$ cat src/rtl/cram_arbiter.sv
// cram_arbiter: two-requester round-robin arbiter for the code RAM port.
// Ports: req/we/lock/address/wdata per requester in; ack/rvalid out;
// shared rdata out; ram_address/ram_in/ram_we/ram_oe to RAM; ram_out in.
module cram_arbiter #(
  parameter int p_data_width    = 16,
  parameter int p_address_width = 10,
  parameter int p_max_lock      = 8
) (
  input  logic                       i_w_clk,
  input  logic                       i_w_reset,
  input  logic                       i_w_req_0,
  input  logic                       i_w_req_1,
  input  logic                       i_w_we_0,
  input  logic                       i_w_we_1,
  input  logic                       i_w_lock_0,
  input  logic                       i_w_lock_1,
  input  logic [p_address_width-1:0] i_w_address_0,
  input  logic [p_address_width-1:0] i_w_address_1,
  input  logic [p_data_width-1:0]    i_w_wdata_0,
  input  logic [p_data_width-1:0]    i_w_wdata_1,
  output logic                       o_w_ack_0,
  output logic                       o_w_ack_1,
  output logic                       o_w_rvalid_0,
  output logic                       o_w_rvalid_1,
  output logic [p_data_width-1:0]    o_w_rdata,
  output logic [p_address_width-1:0] o_w_ram_address,
  output logic [p_data_width-1:0]    o_w_ram_in,
  output logic                       o_w_ram_we,
  output logic                       o_w_ram_oe,
  input  logic [p_data_width-1:0]    i_w_ram_out
);

  localparam int lc_w = $clog2(p_max_lock + 1);

  typedef enum logic [1:0] {
    st_idle,
    st_rd,
    st_wr
  } state_t;

  state_t                  state_q, state_d;
  logic                    ptr_q, ptr_d;
  logic                    lock_q, lock_d;
  logic                    owner_q, owner_d;
  logic [lc_w-1:0]         cnt_q, cnt_d;
  logic                    rd_id_q, rd_id_d;
  logic [p_data_width-1:0] rdata_q, rdata_d;

  logic [1:0]                 req;
  logic [1:0]                 we;
  logic [1:0]                 lk;
  logic                       win_v;
  logic                       win_id;
  logic                       win_we;
  logic                       win_lk;
  logic [p_address_width-1:0] win_addr;
  logic [p_data_width-1:0]    win_data;
  logic                       in_rd;
  logic                       issue;
  logic [lc_w-1:0]            cnt_n;

  assign req = {i_w_req_1, i_w_req_0};
  assign we  = {i_w_we_1, i_w_we_0};
  assign lk  = {i_w_lock_1, i_w_lock_0};

  always_comb begin
    win_v  = 1'b0;
    win_id = ptr_q;
    if (lock_q && req[owner_q]) begin
      win_v  = 1'b1;
      win_id = owner_q;
    end else if (req[ptr_q]) begin
      win_v  = 1'b1;
      win_id = ptr_q;
    end else if (req[~ptr_q]) begin
      win_v  = 1'b1;
      win_id = ~ptr_q;
    end
  end

  assign win_we   = we[win_id];
  assign win_lk   = lk[win_id];
  assign win_addr = win_id ? i_w_address_1 : i_w_address_0;
  assign win_data = win_id ? i_w_wdata_1 : i_w_wdata_0;
  assign in_rd    = (state_q == st_rd);

  // A write may not issue while last cycle's read data is on the bus.
  assign issue = win_v && !(in_rd && win_we) && !i_w_reset;

  assign o_w_ack_0    = issue && !win_id;
  assign o_w_ack_1    = issue && win_id;
  assign o_w_rvalid_0 = in_rd && !i_w_reset && !rd_id_q;
  assign o_w_rvalid_1 = in_rd && !i_w_reset && rd_id_q;

  always_comb begin
    o_w_rdata = rdata_q;
    if (i_w_reset) begin
      o_w_rdata = '0;
    end else if (in_rd) begin
      o_w_rdata = i_w_ram_out;
    end
  end

  assign o_w_ram_address = (win_v && !i_w_reset) ? win_addr : '0;
  assign o_w_ram_in      = (win_v && !i_w_reset) ? win_data : '0;
  assign o_w_ram_we      = issue && win_we;
  assign o_w_ram_oe      = !i_w_reset && ((issue && !win_we) || in_rd);

  assign cnt_n = ((lock_q && (owner_q == win_id)) ? cnt_q : '0)
               + lc_w'(1);

  always_comb begin
    state_d = st_idle;
    ptr_d   = ptr_q;
    lock_d  = lock_q;
    owner_d = owner_q;
    cnt_d   = cnt_q;
    rd_id_d = rd_id_q;
    rdata_d = in_rd ? i_w_ram_out : rdata_q;
    // Owner walked away: release and hand priority to the other side.
    if (lock_q && !req[owner_q]) begin
      lock_d = 1'b0;
      cnt_d  = '0;
      ptr_d  = ~owner_q;
    end
    if (issue) begin
      state_d = win_we ? st_wr : st_rd;
      if (!win_we) begin
        rd_id_d = win_id;
      end
      if (win_lk && (cnt_n != lc_w'(p_max_lock))) begin
        lock_d  = 1'b1;
        owner_d = win_id;
        cnt_d   = cnt_n;
      end else begin
        lock_d = 1'b0;
        cnt_d  = '0;
        ptr_d  = ~win_id;
      end
    end
  end

  always_ff @(posedge i_w_clk) begin
    if (i_w_reset) begin
      state_q <= st_idle;
      ptr_q   <= 1'b0;
      lock_q  <= 1'b0;
      owner_q <= 1'b0;
      cnt_q   <= '0;
      rd_id_q <= 1'b0;
      rdata_q <= '0;
    end else begin
      state_q <= state_d;
      ptr_q   <= ptr_d;
      lock_q  <= lock_d;
      owner_q <= owner_d;
      cnt_q   <= cnt_d;
      rd_id_q <= rd_id_d;
      rdata_q <= rdata_d;
    end
  end

endmodule

$ cat config.mk
export PLATFORM = sky130hd
export DESIGN_NAME = cram_arbiter
export DESIGN_NICKNAME = d
export VERILOG_FILES = /design/src/rtl/cram_arbiter.sv
export SDC_FILE = /design/constraint.sdc
export NUM_CORES = 1
export LEC_CHECK = 0
export CORE_MARGIN = 1.5
export CORE_UTILIZATION = 55
export CTS_CLUSTER_DIAMETER = 200
export CTS_CLUSTER_SIZE = 25
export DETAILED_ROUTE_END_ITERATION = 7
export DONT_BUFFER_PORTS = 1
export PLACE_DENSITY = 0.7
export SYNTH_ARGS = -nofsm -noshare
export SYNTH_HDL_FRONTEND = slang
export SYNTH_SLANG_ARGS = --single-unit
$ cat constraint.sdc
create_clock -name i_w_clk -period 5.5 [get_ports i_w_clk]
set_clock_uncertainty 0.1 [all_clocks]
set_input_delay 1.1 -clock i_w_clk [delete_from_list [all_inputs] [get_ports i_w_clk]]
set_output_delay 1.1 -clock i_w_clk [all_outputs]
set_load 0.02 [all_outputs]
Word-level counts from Yosys, hierarchy flattened:

Cells that the tools add are included.

* bits in registers: 26
* input bits: 76
* output and inout port bits: 48
* word-level logic and storage cells: 80

* add/sub/neg operators: 1
* $lt $le $gt $ge: 4
* eq/ne operators: 3
* multiplexer cells: 33
* bitwise operators: 5
* reduce and logical (&&, ||, !) cells: 27

Operator list (count)
* $mux 16: 4
* $mux 1: 22
* $mux 10: 2
* $logic_and 1x1->1: 16
* $mux 4: 4
* $lt 1x2->1 const B: 4
* $logic_not 1->1: 6
* $not 1->1: 5
* $add 4x1->4 const B: 1
* $ne 4x4->1 const B: 1
* $reduce_and 2->1: 2
* $eq 2x1->1 const B: 1
* $mux 2: 1
* $reduce_bool 2->1: 1
* $reduce_or 2->1: 1
* $eq 1x1->1: 1
* $logic_or 1x1->1: 1

Depth between registers and ports, before layout:

* word-level depth: 15
* mapped depth: 10
* gate-level depth less buffers: 9

Worst setup path before layout:

Ideal clock, no wire load.

* path kind: input -> output
* start: input i_w_req_1
* end: output o_w_ram_address[5]
* data arrival time: 2.306 ns
* required time: 4.300 ns
* setup slack: 1.994 ns
* stages: 7
* buffers on the path: 3
* path through: buf_2 -> o21bai_1 -> nand2_1 -> buf_2 -> buf_1 -> nand2_1 -> a21oi_1

* word-level cells in the longest chain between the ends: 7
* elaborated cells on any way between the ends: 16
* those cells by class: mux: 14; reduce/logical: 2

RTL lines
* from (decl): line 12 `input logic i_w_req_1,`
* $mux 1 (implied by the code) (2 in series): line 75 `end else if (req[~ptr_q]) begin`
* $mux 1: line 75
* $mux 1: line 72 `end else if (req[ptr_q]) begin`
* $mux 1: line 69 `if (lock_q && req[owner_q]) begin`
* $mux 10 / $logic_and 1x1->1 (equally long branches): line 83, 104
* $mux 10 *: line 104 `assign o_w_ram_address = (win_v && !i_w_reset) ? win_addr : '0;`
* to (decl): line 26 `output logic [p_address_width-1:0] o_w_ram_address,`

Mark *: on every way between the ends. The rest lies on a longest branch, timed or not. The select of a mux whose other input is x is not followed.

Worst setup path after layout:

* start: input i_w_req_0
* end: output o_w_ram_in[7]

* word-level cells in the longest chain between the ends: 7
* elaborated cells on any way between the ends: 16
* those cells by class: mux: 14; reduce/logical: 2

RTL lines
* from (decl): line 11 `input logic i_w_req_0,`
* $mux 1 (implied by the code) (2 in series): line 75
* $mux 1: line 75
* $mux 1: line 72
* $mux 1: line 69
* $mux 16 / $logic_and 1x1->1 (equally long branches): line 84, 105
* $mux 16 *: line 105 `assign o_w_ram_in = (win_v && !i_w_reset) ? win_data : '0;`
* to (decl): line 27 `output logic [p_data_width-1:0] o_w_ram_in,`

Marks and branches as above.

==> metrics.cfg <==
[logic_synthesis]
postSynthAreaPerCell_um2 = 6.67
ys_ff_latch = 26
synth.net_count = 326
ys_types = 35
synth_cells = 248
ys_warn_count = 0
yosysSeqAreaShare_pct = 31.5
syn_area_mm2 = 0.00165

[floorplan]
coreArea_mm2 = 0.00281
die_y_um = 57.8
initial_utilization_pct = 59.0
die_x_um = 57.8
die_area_mm2 = 0.00335
top_level_ports = 124
rows = 19

[sta]
holdWs_ns = 0.421
tightest_slew_ns = 0.878
fin_ws_ns = 1.82
rsz0062_at_grt = no
min_period_ns = 3.68
slew_headroom_pct = 41.3
final.period_utilization_pct = 66.8
hold_viol_final = 0
fmax_ghz = 0.272
drv_slew = 0
finalSetupViolCount = 0
fin_tns_setup_ns = 0

[clock_network]
cts_buffers = 3
clk_pin_slew_worst_paths_ns = 0.14
clk_latency_ns = 0.32
cts_setup_buffers = 0
cts.sinks = 26
post_cts_resized = 0
cts_root_buffer = clkbuf_4
cts_hold_buf = 0
clockBufferDepth = 2
htree_levels = 1
cts_tree = done

[final_layout]
drive_above_1_share_pct = 7.59
synthToLayoutAreaGrowth_pct = 1.21
n_antenna_cell = 0
final_cells = 268
final_nets = 316
finish.utilization_pct = 59.7
fin_area_mm2 = 0.00167

[drt]
wire_per_inst_um = 15.1
route.vias.total = 1636
drtIter0Drc = 72
dr.pass1.iters = 7
wl_um = 4060
routed_via_density = 6.10
drc_errors = 11
ant_nets = 0

[setup_path]
start_kind = primary input
crit_path_max_fanout = 29
crit_top_cell = nand2_1
critPathSlowestCell = nand2_1
crit_arrival_ns = 2.48
cp-end-kind = output pin
path_class = in2out
worstPathCellList = o21bai_1 -> nand2_1 -> nand2_1 -> a21oi_1
cp_slowest_stage_delay_ns = 0.66
required_ns = 4.30

[placed_design]
placed_area_mm2 = 0.00164
globalplace.congestion = 0.748
dpl.cell_count = 264
place_hpwl_um = 2990
place_ws_ns = 1.83
portBuffers = 0

[grt]
grt_pass1_wl_um = 6000
grtUsageTotal_pct = 23.2
grt_max_degree = 30
first_global_vias = 1408
antenna_found_initial = 0
grt_remaining_overflow = 0
gr-usage-met1_pct = 26.2
top_usage_layer = met2
use_met3_pct = 5.58
globalRouteMet2Util_pct = 41.6

[power]
power.density_mw_per_mm2 = 251
p_leak_nw = 0.617
power_uw = 421
ir_drop_v = 0.000210

[run]
maxCapViolations = 0

[status]
failed_checks = DRC
outcome = finished with violations

[hold_path]
hold_path.class = reg2reg

## placed cells by master (no fill, tap or decap), drive strengths merged, types with 2 or more instances in the layout
cell     count
dfxtp       26
ha           2
mux2i        3
inv          4
mux2         3
nand2b       3
nor2         7
o21ai        5
buf          3
nor2b        3
nand2       89
o21bai       2
nand3b       2
a21oi       54
nand4bb      4
clkbuf       4
nand3        8
and2         2
nor3         3
## registers in the layout, indices dropped and copies added (netlist names)
name     count
cnt_q        4
rd_id_q      1
state_q      2
lock_q       1
ptr_q        1
rdata_q     16
owner_q      1
## final timing paths
path,start,end,slack [ns],cells after the start
max,i_w_req_0,o_w_ram_in[7],1.82,4
min,cnt_q[0],cnt_q[0],0.42,2
max reg2reg,ptr_q,ptr_q,2.84,8
min reg2reg,cnt_q[0],cnt_q[0],0.42,2
## cells in the mapped netlist
cell | instances | area (um^2)
nand3_2 | 1 | 10.0
mux2i_1 | 3 | 30.0
nand2b_1 | 3 | 18.8
dfxtp_1 | 26 | 521
o21ai_0 | 4 | 20.0
buf_2 | 5 | 25.0
inv_1 | 4 | 15.0
nand4_1 | 1 | 6.26
nor3b_1 | 1 | 7.51
buf_6 | 1 | 11.3
buf_1 | 4 | 15.0
a21oi_1 | 52 | 260
a31oi_1 | 1 | 6.26
a211oi_1 | 1 | 7.51
nor4bb_1 | 1 | 10.0
mux2_4 | 2 | 30.0
clkbuf_1 | 8 | 30.0
mux2_2 | 1 | 11.3
nor2_1 | 7 | 26.3
o221a_2 | 1 | 11.3
o21bai_1 | 2 | 15.0
nand2_1 | 89 | 334
nor2b_1 | 3 | 18.8
nand3b_1 | 2 | 15.0
a21bo_2 | 1 | 10.0
nand4bb_1 | 4 | 45.0
o21ba_2 | 1 | 10.0
a21oi_2 | 2 | 17.5
nor3_1 | 3 | 15.0
ha_1 | 2 | 25.0
a2111o_1 | 1 | 11.3
o21ai_2 | 1 | 8.76
xnor2_1 | 1 | 8.76
nand3_1 | 7 | 35.0
and2_1 | 2 | 12.5
## final cells by class
type	count	area (um^2)
inverter	4	15.0
multi-input combinational	200	1040
fill	254	1130
sequential	26	520
clock buffer	4	36.3
tap	31	38.8
timing repair buffer	3	22.5
## where the power goes
part	internal, mW	total (mW)	switching (mW)
logic	0.0329	0.120	0.0874
registers	0.199	0.205	0.00612
clock network	0.0405	0.0958	0.0553
total	0.272	0.421	0.149
## kinds of logic (layout without fill, tap and decap cells)
group	after synthesis	count (layout)	share of synthesized area (%)
muxes	6	6	4.31
AOI/OAI and AO/OA	67	67	22.8
buffers and inverters	22	11	5.82
DFF	26	26	31.5
and+or+nand+nor	124	124	33.5
xor gates and xnor gates	1	1	0.530
adders and majority gates	2	2	1.51
## routing by layer
layer  share of wire (%)  vias up  routed length, um
li1                    -      809                  -
met1                  38      737               1560
met2                  51       84               2090
met3                 8.9        6                363
met4                 1.4        0                 56
met5                   0        -                  0
## critical path, delay by kind of cell
kind	cells	cell delay, ns
and+or+nand+nor	2	0.78
AOI/OAI and AO/OA	2	0.60
(Power assumes the default switching activity.)
